<file path="config.mk">
export PLATFORM = sky130hd
export DESIGN_NAME = sync_delay_cfg
export DESIGN_NICKNAME = d
export VERILOG_FILES = /design/src/rtl/sync_delay_cfg.sv
export SDC_FILE = /design/constraint.sdc
export NUM_CORES = 1
export LEC_CHECK = 0
export CAP_MARGIN = 20
export CORE_MARGIN = 4
export CORE_UTILIZATION = 45
export CTS_BUF_LIST = sky130_fd_sc_hd__clkbuf_16
export CTS_CLUSTER_DIAMETER = 60
export DETAILED_ROUTE_END_ITERATION = 8
export PLACE_DENSITY = 0.76
export RECOVER_POWER = 50
export REMOVE_ABC_BUFFERS = 1
export SYNTH_ARGS = -nofsm -noshare
export SYNTH_HDL_FRONTEND = slang
export SYNTH_SLANG_ARGS = --single-unit
</file>
<file path="constraint.sdc">
create_clock -name clk -period 4.8 [get_ports clk]
set_input_delay 0.96 -clock clk [delete_from_list [all_inputs] [get_ports clk]]
set_output_delay 0.96 -clock clk [all_outputs]
set_load 0.01 [all_outputs]
</file>
<file path="src/rtl/sync_delay_cfg.sv">
// sync_delay_cfg -- configurable hsync/vsync delay generator.
//
// Purpose:
//   Delays a line-start trigger by H_DLY clock cycles and then emits a pulse
//   PULSE_W cycles wide. In MODE 0, vsync has its own identical delay channel.
//   In MODE 1, vsync arms a line counter, and vsync_dly is then asserted
//   together with the hsync_dly pulse that follows the V_LINES-th hsync.
//
// Ports:
//   clk        in   single rising-edge clock
//   rst        in   asynchronous active-high reset
//   hsync      in   line-start pulse
//   vsync      in   frame-start pulse
//   clr_err    in   synchronous clear of the sticky error flags
//   hsync_dly  out  delayed hsync pulse (registered)
//   vsync_dly  out  delayed vsync pulse (registered)
//   h_overrun  out  sticky: a horizontal trigger arrived while a delay was pending
//   v_overrun  out  sticky: vsync arrived while its channel or frame was pending
//   line_cnt   out  hsync_dly pulses since the last vsync_dly (saturating)
module sync_delay_cfg #(
  parameter int CNT_W   = 8,
  parameter int H_DLY   = 8'h32,
  parameter int PULSE_W = 1,
  parameter int MODE    = 1,
  parameter int V_LINES = 3,
  parameter int RETRIG  = 0,
  parameter int LINE_W  = 12
) (
  input  logic              clk,
  input  logic              rst,
  input  logic              hsync,
  input  logic              vsync,
  input  logic              clr_err,
  output logic              hsync_dly,
  output logic              vsync_dly,
  output logic              h_overrun,
  output logic              v_overrun,
  output logic [LINE_W-1:0] line_cnt
);

  typedef enum logic [1:0] {
    ST_IDLE  = 2'd0,
    ST_ARMED = 2'd1,
    ST_FIRE  = 2'd2
  } state_t;

  localparam logic [CNT_W-1:0]  H_DLY_C   = CNT_W'(H_DLY);
  localparam logic [CNT_W-1:0]  PULSE_C   = CNT_W'(PULSE_W);
  localparam logic [CNT_W-1:0]  CNT_ONE   = CNT_W'(1);
  localparam logic [3:0]        V_LINES_C = 4'(V_LINES);
  localparam logic [LINE_W-1:0] LINE_ONE  = LINE_W'(1);
  localparam bit                RETRIG_EN = (RETRIG != 0);
  localparam bit                MODE1     = (MODE == 1);

  // Channel 0 is the horizontal delay; channel 1 is the MODE 0 vsync delay.
  logic             trig      [2];
  logic             busy_q    [2];
  logic             busy_d    [2];
  logic             out_q     [2];
  logic             out_d     [2];
  logic [CNT_W-1:0] dly_q     [2];
  logic [CNT_W-1:0] dly_d     [2];
  logic [CNT_W-1:0] pls_q     [2];
  logic [CNT_W-1:0] pls_d     [2];
  logic             pls_start [2];
  logic             ovr_evt   [2];

  state_t      state_q, state_d;
  logic [3:0]  vlines_q, vlines_d;
  logic        vdly_q, vdly_d;
  logic        fire_evt;
  logic        vsync_ovr_evt;
  logic        h_ovr_q, h_ovr_d;
  logic        v_ovr_q, v_ovr_d;
  logic [LINE_W-1:0] line_cnt_q, line_cnt_d;
  logic        v_start;

  always_comb begin
    trig[0] = MODE1 ? (hsync | vsync) : hsync;
    trig[1] = MODE1 ? 1'b0 : vsync;
  end

  // Delay channels: count H_DLY cycles after the trigger, then hold the
  // output for PULSE_W cycles. busy covers the whole window up to and
  // including the last pulse cycle.
  always_comb begin
    for (int i = 0; i < 2; i++) begin
      busy_d[i]    = busy_q[i];
      out_d[i]     = out_q[i];
      dly_d[i]     = dly_q[i];
      pls_d[i]     = pls_q[i];
      pls_start[i] = 1'b0;
      ovr_evt[i]   = trig[i] & busy_q[i];
      if (trig[i] && (!busy_q[i] || RETRIG_EN)) begin
        // A reload also abandons any pulse already in progress.
        busy_d[i] = 1'b1;
        out_d[i]  = 1'b0;
        dly_d[i]  = H_DLY_C;
        pls_d[i]  = '0;
      end else if (busy_q[i]) begin
        if (out_q[i]) begin
          if (pls_q[i] == CNT_ONE) begin
            out_d[i]  = 1'b0;
            busy_d[i] = 1'b0;
            pls_d[i]  = '0;
          end else begin
            pls_d[i] = pls_q[i] - CNT_ONE;
          end
        end else if (dly_q[i] == CNT_ONE) begin
          out_d[i]     = 1'b1;
          pls_d[i]     = PULSE_C;
          pls_start[i] = 1'b1;
        end else begin
          dly_d[i] = dly_q[i] - CNT_ONE;
        end
      end
    end
  end

  // MODE 1 frame FSM. The line counter is inspected as registered, so an
  // hsync that brings it to zero only qualifies pulses starting later.
  always_comb begin
    state_d       = state_q;
    vlines_d      = vlines_q;
    vdly_d        = 1'b0;
    fire_evt      = 1'b0;
    vsync_ovr_evt = 1'b0;
    if (MODE1) begin
      case (state_q)
        ST_IDLE: begin
          if (vsync) begin
            state_d  = ST_ARMED;
            vlines_d = V_LINES_C;
          end
        end
        ST_ARMED: begin
          if (vsync) begin
            state_d       = ST_ARMED;
            vlines_d      = V_LINES_C;
            vsync_ovr_evt = 1'b1;
          end else begin
            if (vlines_q == 4'd0 && pls_start[0]) begin
              state_d  = ST_FIRE;
              vdly_d   = 1'b1;
              fire_evt = 1'b1;
            end
            if (hsync && vlines_q != 4'd0) begin
              vlines_d = vlines_q - 4'd1;
            end
          end
        end
        ST_FIRE: begin
          if (vsync) begin
            // Abandon this frame: vsync_dly drops immediately.
            state_d       = ST_ARMED;
            vlines_d      = V_LINES_C;
            vsync_ovr_evt = 1'b1;
          end else begin
            vdly_d = out_d[0];
            if (!out_d[0]) begin
              state_d = ST_IDLE;
            end
          end
        end
        default: begin
          state_d = ST_IDLE;
        end
      endcase
    end
  end

  // Sticky flags and line counter. A new event wins over clr_err.
  always_comb begin
    v_start    = MODE1 ? fire_evt : pls_start[1];
    h_ovr_d    = (h_ovr_q & ~clr_err) | ovr_evt[0];
    v_ovr_d    = (v_ovr_q & ~clr_err) | (MODE1 ? vsync_ovr_evt : ovr_evt[1]);
    line_cnt_d = line_cnt_q;
    if (v_start) begin
      line_cnt_d = '0;
    end else if (pls_start[0] && line_cnt_q != '1) begin
      line_cnt_d = line_cnt_q + LINE_ONE;
    end
  end

  always_ff @(posedge clk or posedge rst) begin
    if (rst) begin
      for (int i = 0; i < 2; i++) begin
        busy_q[i] <= 1'b0;
        out_q[i]  <= 1'b0;
        dly_q[i]  <= '0;
        pls_q[i]  <= '0;
      end
      state_q    <= ST_IDLE;
      vlines_q   <= '0;
      vdly_q     <= 1'b0;
      h_ovr_q    <= 1'b0;
      v_ovr_q    <= 1'b0;
      line_cnt_q <= '0;
    end else begin
      for (int i = 0; i < 2; i++) begin
        busy_q[i] <= busy_d[i];
        out_q[i]  <= out_d[i];
        dly_q[i]  <= dly_d[i];
        pls_q[i]  <= pls_d[i];
      end
      state_q    <= state_d;
      vlines_q   <= vlines_d;
      vdly_q     <= vdly_d;
      h_ovr_q    <= h_ovr_d;
      v_ovr_q    <= v_ovr_d;
      line_cnt_q <= line_cnt_d;
    end
  end

  assign hsync_dly = out_q[0];
  assign vsync_dly = MODE1 ? vdly_q : out_q[1];
  assign h_overrun = h_ovr_q;
  assign v_overrun = v_ovr_q;
  assign line_cnt  = line_cnt_q;

endmodule
</file>
# Word-level counts from Yosys, hierarchy flattened
# Cells that the tools add are included.
# word_totals
reg_bits,39
in_bits,5
word_cells,90
# op_classes
addsub,4
eq_ne,12
mux,39
bitwise_logic,7
n_reduce_logical,18
# op_table
cell,n
$mux W8,9
$mux W12,2
$mux W1,17
$eq A8 B1 Y1 const B,2
$sub A8 B1 Y8 const B,2
$add A12 B1 Y12 const B,1
$mux W4,3
$ne A12 B12 Y1 const B,1
$mux W2,5
$ne A3 B3 Y1 const B,3
$reduce_and A3 Y1,3
$pmux W4 S2,1
$pmux W2 S3,1
$reduce_bool A2 Y1,3
$logic_and A1 B1 Y1,4
$logic_not A4 Y1,1
$ne A2 B1 Y1 const B,2
$ne A2 B2 Y1 const B,2
$reduce_bool A4 Y1,1
$reduce_or A2 Y1,2
$sub A4 B1 Y4 const B,1
$and A1 B1 Y1,3
$or A1 B1 Y1,3
$reduce_bool A3 Y1,1
7 further kinds,7

# Logic depth before layout (Yosys ltp)
# depth
depth_word,10
depth_mapped,7

# Worst setup path after synthesis
# Ideal clock, no wire load.
# synth_timing
path_kind,input to register
from,in vsync
to,reg state_q[1]
arrival_ns,2.309
slack_ns,2.412
cell_stages,7
path_buffers,2
cell_sequence,buf_4 > nor2_1 > or2_2 > clkbuf_1 > a32o_1 > a221oi_2 > mux2i_1
# synth_lines
element,line,text
"start, declared",32,"input logic vsync,"
"end signal, assigned",206,state_q <= state_d;
"end, declared",68,"state_t state_q, state_d;"

==> qor.csv <==
metric,value,unit
status,finished clean,
Die Height,77.7,um
drt first-iter violations,85,
unrepaired setup endpoints after global routing,false,
core area,4720,um^2
max_cap viols,0,
setup TNS,0,ps
initial antenna violation count,0,
wire length per cell,13.3,um
Worst Setup Path Type,input pin to register,
cells resized by post-CTS repair,0,
final net count,271,
Tmin final,2770,ps
# hold bufs at CTS,0,
final hold viol count,0,
Worst EP arrival,2970,ps
Slew HR,39.5,%
Vias,1780,
Clock Pin Slew Worst Setup and Hold Paths,50,ps
post-CTS setup buffer count,0,
Post-synth EDFFs,0,
CTS max path bufs,2,
Pint,0.000787,W
DP HPWL,3.18,mm
Placer Congestion,0.874,
row count,25,
leak pwr,1.08,nW
CTS tree,yes,
switching part of the total,36.7,%
Boundary Pins,21,
NetSw,0.000457,W
Seq cells post-synth,39,
final wirelength,4.31,mm
fraction of layout cells with a size suffix above 1,5.84,%
crit end category,register,
post-synthesis cell type count,48,
"most common cell after layout, fill and taps aside",dfrtp_1,
Synth Warn #,0,
largest net degree at the start of global routing,26,
Clk network pwr share,24.4,%
Root Driver,clkbuf_16,
die width,77.7,um
Die Area,6040,um^2
worst-margin pin slew,907,ps
"Setup violations, final",0,
GRT Overall Usage,16.0,%
post-route insts no fill,324,
r2r worst-path depth,7,
htree depth,2,
worst vdd ir,0.237,mV
placed cells,316,
first-pass GRT wire length,7.85,mm
synthesized area,2190,um^2
pwr dens,481,nW/um^2
Residual DRC,0,
area grow syn2layout,18.4,%
Routed Antenna Nets,0,
Max Clk Rate,0.361,GHz
skew final,2.78,ps
Antenna Cells,0,
CP Launch Type,input pin,
clk_lat worst skew,270,ps
vias in the first global route,1717,
TritonRoute pass-1 iters,4,
Syn Inst Count,233,
async set-reset flop share out of synthesis,100,%
"Slew Viols, Final",0,
Num Clock Sinks,39,
crit path max fanout,10,
Worst Hold Depth,1,
CTS buffer count,5,
global route overflow,0,
most frequent cells in the layout,"dfrtp_1 (39), nor2_1 (26), nand2_1 (21)",
starting density of the core,46.3,%
Port Buffers,20,
Worst EP required,5000,ps
ys flop type,dfrtp_1,
min-delay worst type,register to register,
Reg power frac,42.1,%
via-per-instance ratio,5.49,
final period utilization,57.8,%
Layout Utilization,54.8,%
Mean Syn Cell Area,9.38,um^2
Combinational Power Share,33.5,%
"Seq/Total Area, Yosys",44.6,%
## power by group through the flow
| stage | Clock (W) | Sequential (W) | Combinational (W) |
|---|---|---|---|
| CTS | 0.000313 | 0.000524 | 0.000422 |
| global placement | 0 | 0.000525 | 0.000409 |
| global route | 0.000330 | 0.000544 | 0.000478 |
| floorplan | 0 | 0.000510 | 0.000323 |
| detailed placement | 0 | 0.000528 | 0.000420 |
| finish | 0.000303 | 0.000524 | 0.000416 |
## Yosys cell counts (2+ instances only)
cell type / n / share of area (%)
nor4_1: 3 / 0.86
mux2i_1: 5 / 2.3
nor2b_1: 2 / 0.57
and2_1: 3 / 0.86
nand3_1: 9 / 2.1
nand2b_1: 2 / 0.57
and3_1: 6 / 1.7
ha_1: 10 / 5.7
or2_2: 2 / 0.57
xnor2_1: 7 / 2.8
nand4_1: 4 / 1.1
a31oi_1: 7 / 2.0
nor2_1: 26 / 4.5
a21oi_1: 7 / 1.6
nor3_1: 7 / 1.6
dfrtp_1: 39 / 45
o311ai_0: 3 / 1.2
or3_1: 6 / 1.7
nand2_1: 21 / 3.6
o21ai_0: 12 / 2.7
inv_1: 15 / 2.6
clkbuf_1: 3 / 0.52
xor2_1: 6 / 2.4
nor3_2: 2 / 0.92
nor3b_1: 3 / 1.0
## final timing paths
path	start	to	slack [ps]
max	vsync	state_q[1]$_DFFE_PP0P_	2030
min	pls_q[15]$_DFFE_PP0P_	pls_q[15]$_DFFE_PP0P_	500
max reg2reg	dly_q[9]$_DFFE_PP0P_	vsync_dly$_DFF_PP0_	2550
min reg2reg	pls_q[15]$_DFFE_PP0P_	pls_q[15]$_DFFE_PP0P_	500
max in group asynchronous	rst	dly_q[11]$_DFFE_PP0P_	2210
min in group asynchronous	rst	pls_q[9]$_DFFE_PP0P_	1320
## routing by layer
layer | routed length, um | vias up | track usage, %
li1 | - | 877 | -
met1 | 2050 | 866 | 21.1
met2 | 2040 | 31 | 25.6
met3 | 153 | 6 | 4.06
met4 | 57 | 0 | 5.34
met5 | 0 | - | 0
## critical path, stage by stage
cell and delay, ps:
dlygate4sd3_1 720, nor2_1 80, or2_2 350, a32o_1 310
a221oi_2 330, mux2i_1 220
## stage by stage
| step | total power, W | setup slack (ps) | area, um^2 | hold slack (ps) |
|---|---|---|---|---|
| 2_1_floorplan | 0.000833 | 2630 | 2160 | 451 |
| 3_3_place_gp | 0.000934 | 1890 | 2450 | 480 |
| 5_1_grt | 0.00135 | 1870 | 2590 | 554 |
| 6_report | 0.00124 | 2030 | 2590 | 500 |
| 3_5_place_dp | 0.000948 | 1830 | 2450 | 485 |
| 4_1_cts | 0.00126 | 2110 | 2590 | 496 |
## registers in the layout (all words and copies together) (netlist names)
signal     cells
line_cnt      12
dly_q          8
pls_q          8
vlines_q       4
state_q        2
busy_q         1
h_overrun      1
hsync_dly      1
v_overrun      1
vsync_dly      1
## cell type report
cell class / instances / area, um^2
multi-input combinational: 174 / 1130
sequential: 39 / 976
clock inverter: 3 / 12.5
timing repair buffer: 21 / 204
tap: 67 / 83.8
fill: 432 / 2140
clock buffer: 5 / 125
inverter: 15 / 56.3
## cells by family (layout without fill, tap and decap cells)
family	count (synthesis)	after routing	synth area share, %
simple gates	105	105	26.2
compound gates	41	41	12.3
flops	39	39	44.6
buf+inv	20	44	3.66
xor+xnor	13	13	5.21
fa+ha+maj	10	10	5.72
mux	5	5	2.29
Power figures use the tool's default switching activity.
